## config.mk

```make
export PLATFORM = sky130hd
export DESIGN_NAME = branch_predictor
export DESIGN_NICKNAME = d
export VERILOG_FILES = /design/src/rtl/branch_predictor.sv
export SDC_FILE = /design/constraint.sdc
export NUM_CORES = 1
export LEC_CHECK = 0
export CORE_ASPECT_RATIO = 0.7
export CORE_MARGIN = 2
export CORE_UTILIZATION = 43
export CTS_CLUSTER_SIZE = 28
export DETAILED_ROUTE_END_ITERATION = 10
export HOLD_SLACK_MARGIN = 0.06
export SLEW_MARGIN = 20
export SYNTH_ARGS = -nofsm -noshare
export SYNTH_HDL_FRONTEND = slang
export SYNTH_SLANG_ARGS = --single-unit
```

## constraint.sdc

```tcl
create_clock -name clk -period 3.6 [get_ports clk]
set_input_delay 0.36 -clock clk [delete_from_list [all_inputs] [get_ports clk]]
set_output_delay 0.36 -clock clk [all_outputs]
set_load 0.02 [all_outputs]
```

## src/rtl/branch_predictor.sv

```systemverilog
// IF-stage branch predictor: a table of 2-bit saturating counters, indexed by PC,
// optionally XORed with a non-speculative global history (gshare), and trained from MEM.
module branch_predictor #(
  parameter int INDEX_BITS   = 6,
  parameter int HISTORY_BITS = 0,
  parameter int STAT_BITS    = 16
) (
  input  logic                  clk,
  input  logic                  reset,
  input  logic [31:0]           Fetch_PC,
  input  logic                  Fetch_Branch,
  output logic                  Predicted,
  output logic [INDEX_BITS-1:0] Predicted_Index,
  input  logic                  Update_Enable,
  input  logic [INDEX_BITS-1:0] Update_Index,
  input  logic                  Decision,
  input  logic                  Mistake,
  output logic [STAT_BITS-1:0]  Branch_Count,
  output logic [STAT_BITS-1:0]  Mispredict_Count
);

  localparam int ENTRIES = 1 << INDEX_BITS;

  logic [1:0]            pht [ENTRIES];
  logic [INDEX_BITS-1:0] hist_ext;
  logic [1:0]            cur_cnt;
  logic [1:0]            next_cnt;
  logic                  mispredict;
  logic [STAT_BITS-1:0]  branch_cnt;
  logic [STAT_BITS-1:0]  miss_cnt;
  logic                  unused_pc;

  assign unused_pc = ^{Fetch_PC[31:INDEX_BITS+2], Fetch_PC[1:0]};

  // History only advances when a branch resolves, so fetch never sees wrong-path outcomes.
  generate
    if (HISTORY_BITS == 0) begin : g_bimodal
      assign hist_ext = '0;
    end else if (HISTORY_BITS == 1) begin : g_gshare1
      logic ghr;
      always_ff @(posedge clk) begin
        if (reset)
          ghr <= 1'b0;
        else if (Update_Enable)
          ghr <= Decision;
      end
      assign hist_ext = INDEX_BITS'(ghr);
    end else begin : g_gshare
      logic [HISTORY_BITS-1:0] ghr;
      always_ff @(posedge clk) begin
        if (reset)
          ghr <= '0;
        else if (Update_Enable)
          ghr <= {ghr[HISTORY_BITS-2:0], Decision};
      end
      assign hist_ext = INDEX_BITS'(ghr);
    end
  endgenerate

  assign Predicted_Index = Fetch_PC[INDEX_BITS+1:2] ^ hist_ext;
  assign Predicted       = Fetch_Branch & pht[Predicted_Index][1];

  always_comb begin
    cur_cnt  = pht[Update_Index];
    next_cnt = cur_cnt;
    if (Decision && cur_cnt != 2'b11)
      next_cnt = cur_cnt + 2'd1;
    else if (!Decision && cur_cnt != 2'b00)
      next_cnt = cur_cnt - 2'd1;
    // Not-taken mispredicts arrive as Mistake; taken mispredicts are detected here.
    mispredict = Mistake | (Decision & ~cur_cnt[1]);
  end

  // Flop-based table so one reset cycle restores every entry to weakly not-taken.
  always_ff @(posedge clk) begin
    if (reset) begin
      for (int i = 0; i < ENTRIES; i++)
        pht[i] <= 2'b01;
    end else if (Update_Enable) begin
      pht[Update_Index] <= next_cnt;
    end
  end

  always_ff @(posedge clk) begin
    if (reset) begin
      branch_cnt <= '0;
      miss_cnt   <= '0;
    end else if (Update_Enable) begin
      if (branch_cnt != '1)
        branch_cnt <= branch_cnt + STAT_BITS'(1);
      if (mispredict && miss_cnt != '1)
        miss_cnt <= miss_cnt + STAT_BITS'(1);
    end
  end

  assign Branch_Count     = branch_cnt;
  assign Mispredict_Count = miss_cnt;

endmodule

```

; Word-level counts from Yosys, hierarchy flattened
; Memory sizes are Yosys's and may differ from the RTL's.
; Cells that the tools add are included.
[totals]
regBits = 32
mem_bits_rw = 128
in_bits = 44
output_inout_bits = 39
elab_cells = 32
n_memories = 1
[op_classes]
add_sub_neg = 4
n_eq_ne = 3
muxes = 10
bitwise_logic = 4
n_reduce_logical = 8
[mem_list]
columns = memory, depth, word_bits, rd, rd_ports_with_merged_regs, write_ports, line_no
row1 = pht, 64, 2, 2, 0, 64, 24  ; logic [1:0] pht [ENTRIES];
[ops]
columns = operator, n
row1 = "16-bit by 1-bit adder with 16-bit output, second input constant", 2
row2 = "16-bit != test, second input constant", 2
row3 = 1-bit two-way mux, 6
row4 = 2-bit two-way mux, 3
row5 = 6-bit two-way mux, 1
row6 = 2-bit AND reduction, 2
row7 = 1-bit logical AND, 3
row8 = "2-bit by 1-bit adder with 2-bit output, second input constant", 1
row9 = 1-bit bitwise AND, 2
row10 = "2-bit != test, second input constant", 1
row11 = 2-bit nonzero test, 1
row12 = 2-bit OR reduction, 1
row13 = "2-bit by 1-bit subtractor with 2-bit output, second input constant", 1
row14 = 1-bit zero test, 1
row15 = 1-bit NOT, 1
row16 = 1-bit OR, 1

; Logic depth before layout (Yosys ltp)
; Gate-level depths: netlist (run 1).
; An unclocked memory read counts as a cell.
[logic_depth]
word_depth = 6
depth_mapped = 15
ltp_nobuf = 10

; Worst setup path after synthesis (run 1)
; No wires, ideal clock.
[synth_path]
kind = input to register
start = input port Update_Index[1]
end = memory pht[10][0] (data pin)
setup_time_ps = 281
arrival_ps = 3257
t_required_ps = 3319
path_slack_ps = 62
stages = 13
path_buffers = 3
cell_sequence = buf_2 buf_2 mux4_2 mux2i_1 o22ai_1 a211oi_1 and2_1 inv_1 ha_1 mux2_2 a21oi_1 clkbuf_1 o211ai_1
[synth_rtl]
columns = item, line_no
row1 = start: declaration, 15  ; input logic [INDEX_BITS-1:0] Update_Index,
row2 = end: declaration, 24

; Final worst setup path (run 1)
[layout_path]
start = input port Fetch_PC[2]
end = output port Predicted
[layout_via]
elab_chain_len = 2
[layout_lines]
columns = item, line_no
row1 = start: declaration, 10  ; input logic [31:0] Fetch_PC,
row2 = memory 64 x 2 bit, --
row3 = 1-bit bitwise AND, 61  ; assign Predicted = Fetch_Branch & pht[Predicted_Index][1];
row4 = end: declaration, 12  ; output logic Predicted,
; No other way between the ends.

==> metrics.cfg, run 1 <==
[status]
outcome=finished clean

[pwr]
p_clk_frac=0.386
p_sw_w=0.00126
seqPwrFrac=0.457
p_leak_nw=3.64
vdd_drop_max_v=0.000308
internal_power_w=0.00324
combPwrFrac=0.158
pwr_density_cell_mw_per_mm2=414
p_sw_frac=0.279

[die]
initial_utilization=0.439
die_area_sq_mm=0.0224
fp.coreArea_sq_mm=0.0208
die_h_um=126
rows=44
die_w_um=178
num_io_pins=83

[logic_synthesis]
synth_enable_flop_cells=128
synth_area_leaders=edfxtp_1 (42%), mux4_2 (12%), dfxtp_1 (7.0%), a211oi_1 (2.8%), a21o_1 (2.8%)
syn_nets=822
syn-cell-area_sq_mm=0.00911
syn_inst=774
async_flop_share=0
synth.top_cell.area_share=0.422
synth_largest_area_cell=edfxtp_1
ys_seq_area_frac=0.492
yosysUniqueCellTypes=62
avgSynthCellArea_sq_um=11.8
synthFlopType=edfxtp_1
yosysWarnings=0
ys_ff_latch=160

[global_route]
antenna_found_initial=0
grt_pass1_wl_um=40500
grt_pass1_vias=6790
grt_usage=0.244
grt_overflow_total=0
grt_max_degree=56

[timing]
fin_crit_sh=0.969
rsz0062_at_grt=false
slew_headroom=0.467
finalCriticalPeriod_ns=3.49
tightest_slew_ns=0.799
timing.fmax_mhz=287
setup_viol=0
hold_viol=0
slew_viol_final=0
finClkSkew_ns=0.0134

[final_layout]
fin_area_sq_mm=0.0108
antenna_cells=0
fin_util=0.522
layout-drive-gt1-share=0.220
syn2layout_area_growth_pct=19.0
nets=879

[routing]
routedWlPerCell_um=23.8
drc=0
drtAntennaViolNets=0
routed_wl_um=26600
via_count=7146
vias_per_cell=6.38
drt_iter0_markers=900
first_pass_iters=5

[clock_network]
cts_max_path_buffers=2
clk_latency_ns=0.44
postCtsHoldBufs=0
path_clk_slew_ns=0.07
htreeDepth=4
root_buffer=clkbuf_16
cts_buffers=17
cts_num_sinks=160
cts_tree=done

[critical_path]
crit_path_end=Predicted
criticalPathCategory=input pin to output port
worst-path-max-fanout=17
cp-startpoint=Fetch_PC[2]
arrival_ns=3.13
r2r_start=pht[63][1]
worstReg2RegEnd=pht[26][0]
required_ns=3.24
startpoint_type=input pin
r2r_setup_slack_ns=0.24
end_kind=output port
reg2reg_depth=10

[placement]
postPlaceCellArea_sq_mm=0.0103
io_buffer_count=56
place_congestion=0.932
hpwl_um=18800

[hold_path]
hp-class=input pin to register

[flow_run]
cap_violations=0

==> Yosys cell counts (5+ instances only) <==
master and number:
o21ai_1 5, nor4_1 6, inv_1 6, mux2i_1 11, xor2_1 9, nor2_1 56
a21boi_1 16, nand4_1 9, a21oi_1 28, or3_1 5, and3_1 8, or4_1 5
nand2_1 35, o21ai_0 15, nand2b_1 17, nand3b_1 7, edfxtp_1 128, buf_4 6
or2_2 17, nor3b_1 5, o211ai_1 33, mux4_2 49, o21bai_1 15, mux2_1 8
buf_2 35, nor3_1 6, nor2b_1 10, nand3_1 21, o31ai_1 5, clkbuf_1 41
a211oi_1 34, dfxtp_1 32, a21o_1 34
==> worst min path at each step <==
stage	startpoint	endpoint	slack [ns]	depth (start not counted)
after floorplan	Mispredict_Count[13]	Mispredict_Count[13]	0.57	2
after global placement	Branch_Count[8]	Branch_Count[8]	0.51	2
after detailed placement	Mispredict_Count[0]	Mispredict_Count[0]	0.52	2
after CTS	reset	Branch_Count[9]	0.38	2
after global routing	reset	Branch_Count[14]	0.40	2
final	reset	Branch_Count[3]	0.40	2
==> registers in the layout (all words and copies together) (netlist names) <==
register          count
Branch_Count         16
Mispredict_Count     16
pht                 128
==> cell families (layout without fill, tap and decap cells) <==
family,after synthesis,after routing,share of synthesized area
AND/OR/NAND/NOR,223,223,0.132
multiplexers,69,69,0.144
AO/OA/AOI/OAI,210,210,0.165
adder cells (fa/ha/maj),4,4,0.00549
XOR/XNOR,13,13,0.0125
flip-flops,160,160,0.492
buffers and inverters,95,165,0.0489
==> cell type report <==
| type | instances | area [sq um] |
|---|---|---|
| clock inverter | 12 | 96.3 |
| timing repair buffer | 127 | 1220 |
| multi-input combinational | 519 | 4210 |
| fill | 1763 | 9920 |
| inverter | 6 | 22.5 |
| tap | 276 | 345 |
| clock buffer | 20 | 457 |
| sequential | 160 | 4480 |
==> cell usage in the layout (no fill, tap or decap), types with 10 or more instances in the layout <==
master           netlist  routed
edfxtp_1             128     128
buf_4                  6      60
nor2_1                56      56
clkdlybuf4s50_1        0      51
mux4_2                49      49
nand2_1               35      35
a211oi_1              34      34
a21o_1                34      34
o211ai_1              33      33
dfxtp_1               32      32
a21oi_1               28      27
nand3_1               21      21
nand2b_1              17      17
or2_2                 17      17
clkbuf_16              0      17
a21boi_1              16      16
o21ai_0               15      15
o21bai_1              15      15
buf_12                 0      12
mux2i_1               11      11
nor2b_1               10      10
==> through the flow <==
stage	hold WS, ns	total power, W	TNS, ns	setup WS (ns)	std cells
6_report	0.400	0.00449	0	0.111	1120
5_1_grt	0.403	0.00462	0	0.0484	1120
4_1_cts	0.381	0.00450	0	0.119	1120
3_5_place_dp	0.518	0.00279	-9.07	-0.170	1088
3_3_place_gp	0.507	0.00277	-3.61	-0.107	1088
2_1_floorplan	0.569	0.00250	0	0.0621	774
==> power groups by stage <==
stage               clock network (W)  logic, W  registers, W
floorplan                           0  0.000418       0.00208
finish                        0.00173  0.000708       0.00205
CTS                           0.00176  0.000699       0.00205
global route                  0.00182  0.000748       0.00205
detailed placement                  0  0.000696       0.00209
global placement                    0  0.000686       0.00209
==> timing repair <==
item	CTS	global route
hold endpoints to repair	0	0
resized for setup	1	0
endpoints found under the setup margin	1	0
buffers inserted	0	0
==> per-layer routing <==
layer | track usage | part of all wire | vias up
li1 | - | - | 3137
met3 | 0.0824 | 0.11 | 38
met1 | 0.364 | 0.45 | 3578
met4 | 0.0694 | 0.018 | 0
met5 | 0 | 0 | -
met2 | 0.335 | 0.42 | 393
==> worst max-delay path, cell delays in order <==
cell and delay [ns]:
clkdlybuf4s50_1 0.51, buf_12 0.20, mux4_2 0.58, mux4_2 0.48, mux4_2 0.50, and2_1 0.17, dlygate4sd2_1 0.31
No activity file was read; power rests on OpenSTA's default activity.
==> inputs of run 2 (changes only) <==
CELL_PAD_IN_SITES_DETAIL_PLACEMENT = 1   (was default)
CELL_PAD_IN_SITES_GLOBAL_PLACEMENT = 2   (was default)
CORE_UTILIZATION = 36   (was 43)
PLACE_DENSITY_LB_ADDON = 0.1   (was default)
clock period = 3.1 ns   (was 3.6 ns; I/O delays follow)
==> metrics.cfg, run 2 (same netlist as run 1, synthesis figures left out) <==
[critical_path]
worstReg2RegEnd=pht[42][0]
r2r_start=pht[63][1]
end_kind=register
startpoint_type=register
crit_path_frequent_cell=buf_8
worst-path-max-fanout=8
arrival_ns=3.48
criticalPathCategory=register to register
cp-startpoint=pht[63][1]
required_ns=3.26
crit_chain=mux4_2, a22o_4, a221oi_4, and4_4, inv_2, ha_4, mux2_4, a21oi_4, buf_8, buf_8, buf_16, o211ai_1
r2r_setup_slack_ns=-0.22
reg2reg_depth=12
max_stage_delay_ns=0.51
crit_path_top_delay_cell=mux4_2

[timing]
fin_crit_sh=1.07
timing.fmax_mhz=301
tightest_slew_ns=0.849
slew_viol_final=0
finClkSkew_ns=0.0118
setup_viol=128
fin_tns_setup_ns=-16.84
worst_slack_ns=-0.218
slew_headroom=0.434
hold_viol=0
rsz0062_at_grt=true
finalCriticalPeriod_ns=3.32

[global_route]
grt_overflow_total=0
grt_pass1_wl_um=50000
grt_max_degree=77
grt_usage=0.257
grt_pass1_vias=7652
antenna_found_initial=0

[final_layout]
register_area_sq_mm=0.00448
antenna_cells=0
nets=946
num-fill-cells=2520
layout_commonest_cell=edfxtp_1
multiInputGateArea_sq_mm=0.00463
layout-drive-gt1-share=0.369
most-common-layout-cells=edfxtp_1 (128), buf_4 (90), nor2_1 (56)
largest_reg_flops=128
top_register=pht
layoutNonFillerInstCount=1236
syn2layout_area_growth_pct=36.5

[pwr]
vdd_drop_max_v=0.000379
p_leak_nw=4.25
p_clk_frac=0.376
combPwrFrac=0.242
power_w=0.00625
p_sw_w=0.00178
seqPwrFrac=0.382
pwr_density_cell_mw_per_mm2=502
internal_power_w=0.00447
p_sw_frac=0.285

[status]
violations=negative setup slack
outcome=complete, but fails checks

[hold_path]
holdPathStages=2
hp-class=input pin to register
hold-path-endpoint=pht[18][0]
hold_path.startpoint=reset

[clock_network]
cts_tree=done
cts_max_path_buffers=2
cts_buffers=17
cts_num_sinks=160
clk_latency_ns=0.44
root_buffer=clkbuf_16
path_clk_slew_ns=0.06
htreeDepth=4

[routing]
drtAntennaViolNets=0
first_pass_iters=5
routed_wl_um=35300
routedWlPerCell_um=28.6
via_count=7644
drc=0
vias_per_cell=6.18
drt_iter0_markers=767

[die]
rows=48
die_h_um=137
die_w_um=194
initial_utilization=0.368
fp.coreArea_sq_mm=0.0247
die_area_sq_mm=0.0266
num_io_pins=83

[placement]
hpwl_um=22000
placed_cells=1175
place_congestion=0.833
post-place-ws_ns=-0.623
io_buffer_count=56

[flow_run]
cap_violations=0

## run 2: cell count changes in the layout (fill, tap and decap cells not counted), sizes merged
cell	before	now
buf	75	133
clkbuf	20	27
inv	14	7
bufinv	0	5
clkinv	3	6
bufbuf	0	1
clkdlybuf4s15	0	1
clkdlybuf4s50	51	50
clkinvlp	1	2
dlygate4sd2	1	0
## run 2: critical path: cells and delay by family (launching register included)
| kind | cells | cell delay, ns |
|---|---|---|
| AND/OR/NAND/NOR | 1 | 0.29 |
| AO/OA/AOI/OAI | 4 | 0.87 |
| flip-flops | 1 | 0.43 |
| adder cells (fa/ha/maj) | 1 | 0.15 |
| multiplexers | 2 | 0.79 |
| buffers and inverters | 4 | 0.52 |
## run 2: routing by layer
metal	wire length [um]	up-vias	GRT usage
met4	475	0	0.0564
met2	15200	330	0.384
met3	3070	31	0.0589
met1	16600	4018	0.381
li1	-	3265	-
met5	0	-	0
## run 2: timing repair
action / 4_1_cts / 5_1_grt
gates resized for setup: 95 / 44
hold buffers: 0 / 0
endpoints found under the setup margin: 129 / 129
endpoints found under the hold margin: 0 / 0
cloned: 9 / 10
pin swaps: 29 / 20
setup buffers: 7 / 7
## run 2: through the flow
step / cell area [sq um] / hold WS [ns] / util
6_report: 12400 / 0.517 / 0.503
5_1_grt: 12400 / 0.523 / 0.503
4_1_cts: 12000 / 0.508 / 0.485
3_5_place_dp: 10700 / 0.514 / 0.433
3_3_place_gp: 10700 / 0.503 / 0.433
2_1_floorplan: 9190 / 0.569 / -
## run 2: area by class of cell
cell class / instances / area share
Multi-Input combinational cell: 519 / 0.372
Sequential cell: 160 / 0.361
Timing Repair Buffer: 194 / 0.181
Clock buffer: 18 / 0.0345
Tap cell: 325 / 0.0327
Clock inverter: 14 / 0.0172
Inverter: 6 / 0.00181
## run 2: worst max-delay path by stage
stage	endpoint	slack [ns]	cells after the start
after floorplan	pht[10][0]	0.00004	13
after global placement	pht[32][1]	-0.55	12
after detailed placement	pht[32][1]	-0.62	14
after CTS	pht[40][1]	-0.13	11
after global routing	pht[58][0]	-0.29	13
final	pht[42][0]	-0.22	12
## run 2: power by group through the flow
stage | sequential, W | clock (W) | combinational [W]
floorplan | 0.00242 | 0 | 0.000517
global placement | 0.00243 | 0 | 0.000885
detailed placement | 0.00243 | 0 | 0.000903
CTS | 0.00238 | 0.00238 | 0.00123
global route | 0.00239 | 0.00246 | 0.00156
finish | 0.00239 | 0.00235 | 0.00151
